--- src/rtl/memory_arbiter_if.sv ---
// Requester/memory signal bundle for the two-port memory arbiter.
// slave = arbiter side; master = requesters plus memory model side.
interface memory_arbiter_if #(
    parameter int WORD_SIZE = 16,
    parameter int ADDR_SIZE = 16
);
    logic                 req0;
    logic                 req1;
    logic                 we0;
    logic                 we1;
    logic [ADDR_SIZE-1:0] addr0;
    logic [ADDR_SIZE-1:0] addr1;
    logic [WORD_SIZE-1:0] wdata0;
    logic [WORD_SIZE-1:0] wdata1;
    logic                 gnt0;
    logic                 gnt1;
    logic                 rvalid0;
    logic                 rvalid1;
    logic [WORD_SIZE-1:0] rdata0;
    logic [WORD_SIZE-1:0] rdata1;
    logic                 mem_en;
    logic                 mem_we;
    logic [ADDR_SIZE-1:0] mem_addr;
    logic [WORD_SIZE-1:0] mem_wdata;
    logic [WORD_SIZE-1:0] mem_rdata;

    modport slave (
        input  req0, req1, we0, we1, addr0, addr1, wdata0, wdata1, mem_rdata,
        output gnt0, gnt1, rvalid0, rvalid1, rdata0, rdata1,
               mem_en, mem_we, mem_addr, mem_wdata
    );

    modport master (
        output req0, req1, we0, we1, addr0, addr1, wdata0, wdata1, mem_rdata,
        input  gnt0, gnt1, rvalid0, rvalid1, rdata0, rdata1,
               mem_en, mem_we, mem_addr, mem_wdata
    );
endinterface

--- src/rtl/memory_arbiter.sv ---
// Round-robin arbiter sharing one single-port memory between CPU (port 0) and DMA (port 1).
// Grant 1 cycle after req from IDLE, read data 1 cycle after grant; requesters hold req until gnt.
module memory_arbiter #(
    parameter int WORD_SIZE = 16,
    parameter int ADDR_SIZE = 16,
    parameter int MAX_BURST = 4
) (
    input  logic             clk_i,
    input  logic             reset_i,
    memory_arbiter_if.slave  bus_if
);
    localparam int CW = (MAX_BURST > 1) ? $clog2(MAX_BURST) : 1;
    localparam logic [CW-1:0] LAST_CNT = CW'(MAX_BURST - 1);

    typedef enum logic [1:0] {IDLE, OWN0, OWN1} state_e;

    state_e          state_q, state_d;
    logic            last_owner_q, last_owner_d;
    logic [CW-1:0]   burst_cnt_q, burst_cnt_d;
    logic            rd_vld_q, rd_vld_d;
    logic            rd_port_q, rd_port_d;

    logic                 gnt0, gnt1;
    logic                 mem_en, mem_we;
    logic [ADDR_SIZE-1:0] mem_addr;
    logic [WORD_SIZE-1:0] mem_wdata;
    logic                 own_port, own_req, oth_req, own_we;
    logic                 rvalid0, rvalid1;

    always_comb begin
        state_d      = state_q;
        last_owner_d = last_owner_q;
        burst_cnt_d  = burst_cnt_q;
        rd_vld_d     = 1'b0;
        rd_port_d    = rd_port_q;
        gnt0         = 1'b0;
        gnt1         = 1'b0;
        mem_en       = 1'b0;
        mem_we       = 1'b0;
        mem_addr     = '0;
        mem_wdata    = '0;
        own_port     = (state_q == OWN1);
        own_req      = own_port ? bus_if.req1 : bus_if.req0;
        oth_req      = own_port ? bus_if.req0 : bus_if.req1;
        own_we       = own_port ? bus_if.we1  : bus_if.we0;

        case (state_q)
            IDLE: begin
                burst_cnt_d = '0;
                // On a tie the port that did not own the memory last goes first
                if (bus_if.req0 && (!bus_if.req1 || last_owner_q)) begin
                    state_d = OWN0;
                end else if (bus_if.req1) begin
                    state_d = OWN1;
                end
            end
            OWN0, OWN1: begin
                if (own_req) begin
                    gnt0         = ~own_port;
                    gnt1         = own_port;
                    mem_en       = 1'b1;
                    mem_we       = own_we;
                    mem_addr     = own_port ? bus_if.addr1  : bus_if.addr0;
                    mem_wdata    = own_port ? bus_if.wdata1 : bus_if.wdata0;
                    last_owner_d = own_port;
                    rd_vld_d     = ~own_we;
                    rd_port_d    = own_port;
                    if (burst_cnt_q == LAST_CNT) begin
                        // Saturate while the other port is idle; hand over with no gap otherwise
                        if (oth_req) begin
                            state_d     = own_port ? OWN0 : OWN1;
                            burst_cnt_d = '0;
                        end
                    end else begin
                        burst_cnt_d = burst_cnt_q + CW'(1);
                    end
                end else begin
                    burst_cnt_d = '0;
                    state_d     = oth_req ? (own_port ? OWN0 : OWN1) : IDLE;
                end
            end
            default: state_d = IDLE;
        endcase

        if (reset_i) begin
            gnt0      = 1'b0;
            gnt1      = 1'b0;
            mem_en    = 1'b0;
            mem_we    = 1'b0;
            mem_addr  = '0;
            mem_wdata = '0;
        end
    end

    always_ff @(posedge clk_i) begin
        if (reset_i) begin
            state_q      <= IDLE;
            last_owner_q <= 1'b1;
            burst_cnt_q  <= '0;
            rd_vld_q     <= 1'b0;
            rd_port_q    <= 1'b0;
        end else begin
            state_q      <= state_d;
            last_owner_q <= last_owner_d;
            burst_cnt_q  <= burst_cnt_d;
            rd_vld_q     <= rd_vld_d;
            rd_port_q    <= rd_port_d;
        end
    end

    assign rvalid0 = rd_vld_q & ~rd_port_q & ~reset_i;
    assign rvalid1 = rd_vld_q &  rd_port_q & ~reset_i;

    assign bus_if.gnt0      = gnt0;
    assign bus_if.gnt1      = gnt1;
    assign bus_if.mem_en    = mem_en;
    assign bus_if.mem_we    = mem_we;
    assign bus_if.mem_addr  = mem_addr;
    assign bus_if.mem_wdata = mem_wdata;
    assign bus_if.rvalid0   = rvalid0;
    assign bus_if.rvalid1   = rvalid1;
    assign bus_if.rdata0    = rvalid0 ? bus_if.mem_rdata : '0;
    assign bus_if.rdata1    = rvalid1 ? bus_if.mem_rdata : '0;
endmodule
--- src/flat_wrapper.sv ---
// flat-port wrapper written by rule: the top's interface ports become plain ports
module memory_arbiter_flat 
#(
    parameter int WORD_SIZE = 16,
    parameter int ADDR_SIZE = 16,
    parameter int MAX_BURST = 4
)
  (clk_i, reset_i, bus_if_req0, bus_if_req1, bus_if_we0, bus_if_we1, bus_if_addr0, bus_if_addr1, bus_if_wdata0, bus_if_wdata1, bus_if_mem_rdata, bus_if_gnt0, bus_if_gnt1, bus_if_rvalid0, bus_if_rvalid1, bus_if_rdata0, bus_if_rdata1, bus_if_mem_en, bus_if_mem_we, bus_if_mem_addr, bus_if_mem_wdata);
  memory_arbiter_if #(.WORD_SIZE(WORD_SIZE), .ADDR_SIZE(ADDR_SIZE)) bus_if_i ();
  input  logic clk_i;
  input  logic reset_i;
  input wire logic [$bits(bus_if_i.req0)-1:0] bus_if_req0;
  input wire logic [$bits(bus_if_i.req1)-1:0] bus_if_req1;
  input wire logic [$bits(bus_if_i.we0)-1:0] bus_if_we0;
  input wire logic [$bits(bus_if_i.we1)-1:0] bus_if_we1;
  input wire logic [$bits(bus_if_i.addr0)-1:0] bus_if_addr0;
  input wire logic [$bits(bus_if_i.addr1)-1:0] bus_if_addr1;
  input wire logic [$bits(bus_if_i.wdata0)-1:0] bus_if_wdata0;
  input wire logic [$bits(bus_if_i.wdata1)-1:0] bus_if_wdata1;
  input wire logic [$bits(bus_if_i.mem_rdata)-1:0] bus_if_mem_rdata;
  output wire logic [$bits(bus_if_i.gnt0)-1:0] bus_if_gnt0;
  output wire logic [$bits(bus_if_i.gnt1)-1:0] bus_if_gnt1;
  output wire logic [$bits(bus_if_i.rvalid0)-1:0] bus_if_rvalid0;
  output wire logic [$bits(bus_if_i.rvalid1)-1:0] bus_if_rvalid1;
  output wire logic [$bits(bus_if_i.rdata0)-1:0] bus_if_rdata0;
  output wire logic [$bits(bus_if_i.rdata1)-1:0] bus_if_rdata1;
  output wire logic [$bits(bus_if_i.mem_en)-1:0] bus_if_mem_en;
  output wire logic [$bits(bus_if_i.mem_we)-1:0] bus_if_mem_we;
  output wire logic [$bits(bus_if_i.mem_addr)-1:0] bus_if_mem_addr;
  output wire logic [$bits(bus_if_i.mem_wdata)-1:0] bus_if_mem_wdata;
  assign bus_if_i.req0 = bus_if_req0;
  assign bus_if_i.req1 = bus_if_req1;
  assign bus_if_i.we0 = bus_if_we0;
  assign bus_if_i.we1 = bus_if_we1;
  assign bus_if_i.addr0 = bus_if_addr0;
  assign bus_if_i.addr1 = bus_if_addr1;
  assign bus_if_i.wdata0 = bus_if_wdata0;
  assign bus_if_i.wdata1 = bus_if_wdata1;
  assign bus_if_i.mem_rdata = bus_if_mem_rdata;
  assign bus_if_gnt0 = bus_if_i.gnt0;
  assign bus_if_gnt1 = bus_if_i.gnt1;
  assign bus_if_rvalid0 = bus_if_i.rvalid0;
  assign bus_if_rvalid1 = bus_if_i.rvalid1;
  assign bus_if_rdata0 = bus_if_i.rdata0;
  assign bus_if_rdata1 = bus_if_i.rdata1;
  assign bus_if_mem_en = bus_if_i.mem_en;
  assign bus_if_mem_we = bus_if_i.mem_we;
  assign bus_if_mem_addr = bus_if_i.mem_addr;
  assign bus_if_mem_wdata = bus_if_i.mem_wdata;
  memory_arbiter #(.WORD_SIZE(WORD_SIZE), .ADDR_SIZE(ADDR_SIZE), .MAX_BURST(MAX_BURST)) u_core (.clk_i(clk_i), .reset_i(reset_i), .bus_if(bus_if_i));
endmodule
--- config.mk ---
export PLATFORM = sky130hd
export DESIGN_NAME = memory_arbiter_flat
export DESIGN_NICKNAME = d
export VERILOG_FILES = /design/src/rtl/memory_arbiter_if.sv /design/src/rtl/memory_arbiter.sv /design/src/flat_wrapper.sv
export SDC_FILE = /design/constraint.sdc
export NUM_CORES = 1
export LEC_CHECK = 0
export CAP_MARGIN = 20
export CORE_ASPECT_RATIO = 0.6
export CORE_MARGIN = 2
export CORE_UTILIZATION = 28
export DETAILED_ROUTE_END_ITERATION = 10
export GPL_ROUTABILITY_DRIVEN = 1
export PLACE_DENSITY = 0.85
export SYNTH_ARGS = -nofsm -noshare
export SYNTH_HDL_FRONTEND = slang
export SYNTH_SLANG_ARGS = --single-unit
--- constraint.sdc ---
create_clock -name clk_i -period 2.8 [get_ports clk_i]
set_input_delay 0.56 -clock clk_i [delete_from_list [all_inputs] [get_ports clk_i]]
set_output_delay 0.56 -clock clk_i [all_outputs]
set_load 0.01 [all_outputs]
Yosys cells after proc, flatten, opt, wreduce, memory -nomap -nowiden
Index checks and enable logic that the tools add are counted.
- register bits: 7
- latch bits: 0
- memory bits (writable): 0
- ROM bits: 0
- output and inout bits: 70
- word-level logic and storage cells: 70
- memories kept: 0
- add/subtract/negate cells: 1
- multipliers: 0
- divide/modulo/power cells: 0
- $lt $le $gt $ge: 0
- equality and inequality tests: 7
- shift operators: 0
- multiplexer cells: 37
- bitwise logic cells: 10
- reduce and logical (&&, ||, !) cells: 10
- operator list (kind ; number):
    $mux 16 ; 10
    $mux 2 ; 10
    $mux 1 ; 15
    $pmux 2 s2 ; 2
    $ne 3x3->1 const B ; 2
    $not 1->1 ; 6
    $and 1x1->1 ; 4
    $eq 2x2->1 const B ; 2
    $ne 4x4->1 const B ; 1
    $reduce_and 2->1 ; 2
    $ne 3x2->1 const B ; 1
    $reduce_and 3->1 ; 1
    $reduce_or 3->1 ; 1
    $add 2x1->2 const B ; 1
    $eq 2x1->1 const B ; 1
    $logic_not 2->1 ; 1
    $reduce_bool 2->1 ; 1
    $reduce_or 2->1 ; 1
    $logic_and 1x1->1 ; 1
    $logic_not 1->1 ; 1
    $logic_or 1x1->1 ; 1

Longest topological paths before layout
Gate-level depths: netlist (run 1).
- word-level depth: 6
- gate-level depth with buffers: 9
- gate-level depth less buffers: 7

Least setup slack after synthesis (run 1)
Ideal clock, no wire load.
- kind: input to output
- from: in reset_i
- to: out bus_if_rdata0[10]
- data arrival time: 1637 ps
- data required time: 2240 ps
- path slack: 603 ps
- stages on the path: 4
- path buffers: 2
- cells stage by stage: clkbuf_1 -> nor3b_1 -> clkbuf_1 -> and2_1
- longest elaborated chain between the ends: 3
- RTL lines (what ; RTL line ; text):
    start: declaration ; flat_wrapper.sv:11 ; input logic reset_i;
    $not 1->1 ; memory_arbiter.sv:111 ; assign rvalid0 = rd_vld_q & ~rd_port_q & ~reset_i;
    $and 1x1->1 ; memory_arbiter.sv:111 ;
    named net bus_if_rvalid0 ; flat_wrapper.sv:23 ; output wire logic [$bits(bus_if_i.rvalid0)-1:0] bus_if_rvalid0;
    $mux 16 ; memory_arbiter.sv:122 ; assign bus_if.rdata0 = rvalid0 ? bus_if.mem_rdata : '0;
    end: declaration ; flat_wrapper.sv:25 ; output wire logic [$bits(bus_if_i.rdata0)-1:0] bus_if_rdata0;
The timed path passes the listed nets, and every way through them passes these cells.

Worst setup path after layout (run 1)
- from: in reset_i
- to: out bus_if_rdata0[10]
- longest elaborated chain between the ends: 3
- RTL lines (what ; RTL line):
    $not 1->1 ; memory_arbiter.sv:111
    $and 1x1->1 ; memory_arbiter.sv:111
    $mux 16 ; memory_arbiter.sv:122
No other way between the ends.

==> run_results.csv, run 1 <==
group,metric,value,unit
synthesis,muxShareOfSynthArea,0.2851,
floorplanning,die_h,55.31,um
global_route,grt_pass1_vias,1672,
timing,worst_pin_slew,452.6,ps
worst_setup_path,reg2reg_slack,930,ps
worst_setup_path,cp_cell_sequence,"clkdlybuf4s50_1 -> buf_4 -> nor3b_4 -> buf_4 -> and2_1 -> clkdlybuf4s50_1",
pwr,internal_power,638.2,uW
clocking,cts_tree,"done",
synthesis,synth_edf_count,0,
clocking,cts_max_level,1,
timing,hold_slack,484.9,ps
synthesis,synth_compound_area_frac,0.09980,
pwr,swShare,0.3977,
worst_hold_path,hp-start,"u_core.burst_cnt_q[1]$_SDFFE_PP0P_",
synthesis,synth.cell_area,1229,um^2
worst_setup_path,cp_max_fo,9,
floorplanning,dieArea,4951,um^2
synthesis,syn_nets,262,
placement,place_congestion,0.8101,
synthesis,synth.avg_cell_area,7.185,um^2
synthesis,synthAdderAreaFrac,0.05092,
timing,setup_viol,0,
global_route,grtUsageTotal,0.1939,
synthesis,synthCells,171,
timing,period_minus_slack,2796,ps
synthesis,synth_top_family_by_area,"simple AND/OR/NAND/NOR gates",
drt,firstDrtPassIters,4,
worst_setup_path,crit_type,"primary input to primary output",
layout,drive_gt1_frac,0.06667,
worst_hold_path,whs_path_depth,2,
timing,slew_headroom,0.6983,
synthesis,ys_seq_area_frac,0.1141,
timing,fmax,357.7,MHz
drt,ant_nets,0,
timing,fin_worst_skew,2.177,ps
worst_setup_path,critPathMaxStageDelay,550,ps
clocking,cts_made_buffers,3,
floorplanning,fp-row-count,18,
global_route,antenna_found_initial,0,
pwr,clock_power_share,0.135,
layout,layout_commonest_cell,"clkdlybuf4s50_1",
pwr,p_switching,421.4,uW
layout,utilization,0.7114,
timing,rsz0062_at_grt,"yes",
timing,hold_viol,0,
drt,drcViolationCount,0,
synthesis,synth_xor_area_frac,0,
worst_setup_path,r2r-start,"u_core.state_q[0]$_SDFFE_PP0P_",
drt,vias_per_cell,4.595,
clocking,clk_pin_slew_worst_paths,40,ps
synthesis,synthFlopType,"dfxtp_1",
layout,nets,422,
worst_setup_path,crit_required,2240,ps
floorplanning,ioPinCount,156,
worst_hold_path,hold_path_class,"flop to flop",
clocking,clock_path_buffers,2,
floorplanning,start_util,0.2949,
layout,layout_common_cells,"clkdlybuf4s50_1 (101), dlygate4sd2_1 (38), nor2_1 (37)",
global_route,grt_pass1_wl,7762,um
run,cap_violations,0,
synthesis,synth-seq-cells,7,
placement,dpl.cell_count,385,
pwr,seqPwrFrac,0.140,
drt,drtIter0Drc,119,
timing,fin_crit_sh,0.9984,
worst_setup_path,reg2reg_depth,7,
global_route,grt_start_max_net_pins,37,
layout,fin_cells,390,
worst_setup_path,crit_path_start_kind,"primary input",
clocking,insertion_delay,230,ps
clocking,root_buffer,"clkbuf_8",
layout,antenna_cells,0,
worst_setup_path,cp-end-kind,"primary output",
floorplanning,die_x,89.52,um
synthesis,ys.warnings.count,0,
worst_setup_path,slowest_stage,"clkdlybuf4s50_1",
timing,maxSlewViolCount,0,
layout,area_delta_synth_final,141.2,%
drt,routed_wl,5223,um
worst_setup_path,critPathArrivalTime,2240,ps
drt,wl_per_cell,13.39,um
pwr,ir_drop,0.1421,mV
worst_setup_path,worst_r2r_endpoint,"u_core.burst_cnt_q[0]$_SDFFE_PP0P_",
synthesis,yosysUniqueCellTypes,33,
run_status,status,"completed",
placement,detailed_place_hpwl,4210,um
pwr,powerDensity,357.5,nW/um^2
pwr,p_leak,1.623,nW
drt,vias,1792,
clocking,hold_buffers,0,
pwr,p_comb_frac,0.725,
floorplanning,core,4167,um^2
placement,numPortBuffers,155,
synthesis,synth-simple-area-share,0.3778,
global_route,overflow,0,
synthesis,synthArstFlopShare,0,
clocking,numClockSinks,7,
worst_hold_path,hold_path_end,"u_core.burst_cnt_q[1]$_SDFFE_PP0P_",
## stage by stage
step	TNS (ps)	setup slack, ps	cell area, um^2	total power, mW
floorplan	0	602.9	1229	0.5912
global placement	-2447	-85.92	2907	0.9438
detailed placement	-2697	-103.8	2907	0.9544
CTS	0	0.8609	2904	1.060
global route	-454.0	-60.91	2964	1.144
finish	0	4.366	2964	1.060
## timing repair
action / CTS / global route
cloned: 0 / 1
gates resized for setup: 38 / 23
setup endpoints to repair: 38 / 29
pin swaps: 0 / 0
buffers inserted: 0 / 0
## worst max-delay path by stage
stage	end	startpoint	slack (ps)	depth (start not counted)
after CTS	bus_if_rdata0[10]	reset_i	0.9	6
final	bus_if_rdata0[10]	reset_i	4	6
after floorplan	bus_if_rdata0[10]	reset_i	600	4
after global routing	bus_if_rdata0[10]	reset_i	-60	6
after detailed placement	bus_if_mem_wdata[11]	bus_if_req1	-100	6
after global placement	bus_if_mem_wdata[2]	bus_if_req1	-90	6
## per-layer routing
metal | vias to the layer above | routed length [um] | GRT usage
met2 | 75 | 2488 | 0.3185
met4 | 0 | 27 | 0.03838
li1 | 893 | - | -
met5 | - | 0 | 0
met3 | 2 | 421 | 0.04484
met1 | 822 | 2286 | 0.2591
## sequential cells by signal, summed over array words and instances (netlist names)
name,flops
u_core.rd_vld_q,1
u_core.state_q,2
u_core.last_owner_q,1
u_core.burst_cnt_q,2
u_core.rd_port_q,1
## final cells by class
type	instances	area, um^2
clock buffers	4	45.04
fillers	354	1202
inverters	4	15.01
multi-input cells	146	1015
flip-flops and latches	7	140.1
well taps	60	75.07
repair buffers	169	1674
## power groups by stage
stage | clock network [mW] | logic [mW] | registers (mW)
global placement | 0 | 0.798 | 0.146
detailed placement | 0 | 0.806 | 0.148
global route | 0.159 | 0.834 | 0.151
CTS | 0.147 | 0.766 | 0.147
floorplan | 0 | 0.449 | 0.142
finish | 0.143 | 0.769 | 0.148
## Yosys cell counts, types with 3 or more instances
| library cell | n | area, um^2 |
|---|---|---|
| nor2_1 | 37 | 138.9 |
| ha_1 | 5 | 62.56 |
| clkbuf_1 | 7 | 26.28 |
| inv_1 | 4 | 15.01 |
| mux2i_1 | 35 | 350.3 |
| nand2_1 | 3 | 11.26 |
| dfxtp_1 | 7 | 140.1 |
| nand2b_1 | 6 | 37.54 |
| and2_1 | 33 | 206.5 |
| buf_2 | 4 | 20.02 |
## worst max-delay path: cells and delay by family
family        cells  cell delay [ps]
simple gates      2              340
buf+inv           4             1340
## kinds of logic after synthesis
kind of cell | Yosys count
AND/OR/NAND/NOR | 89
multiplexers | 35
buffers and inverters | 18
AO/OA/AOI/OAI | 17
flip-flops | 7
adder cells (fa/ha/maj) | 5
Note: power is estimated with default switching activity, not from simulation.
==> run 2, diff against run 1 <==
--- a/config.mk
+++ b/config.mk
@@ -10,7 +10,7 @@
 export CORE_MARGIN = 2
 export CORE_UTILIZATION = 28
 export DETAILED_ROUTE_END_ITERATION = 10
-export GPL_ROUTABILITY_DRIVEN = 1
+export GPL_ROUTABILITY_DRIVEN = 0
 export PLACE_DENSITY = 0.85
 export SYNTH_ARGS = -nofsm -noshare
 export SYNTH_HDL_FRONTEND = slang
==> results of run 2 <==
The final DEF is identical to that of run 1; final timing and power are the same.
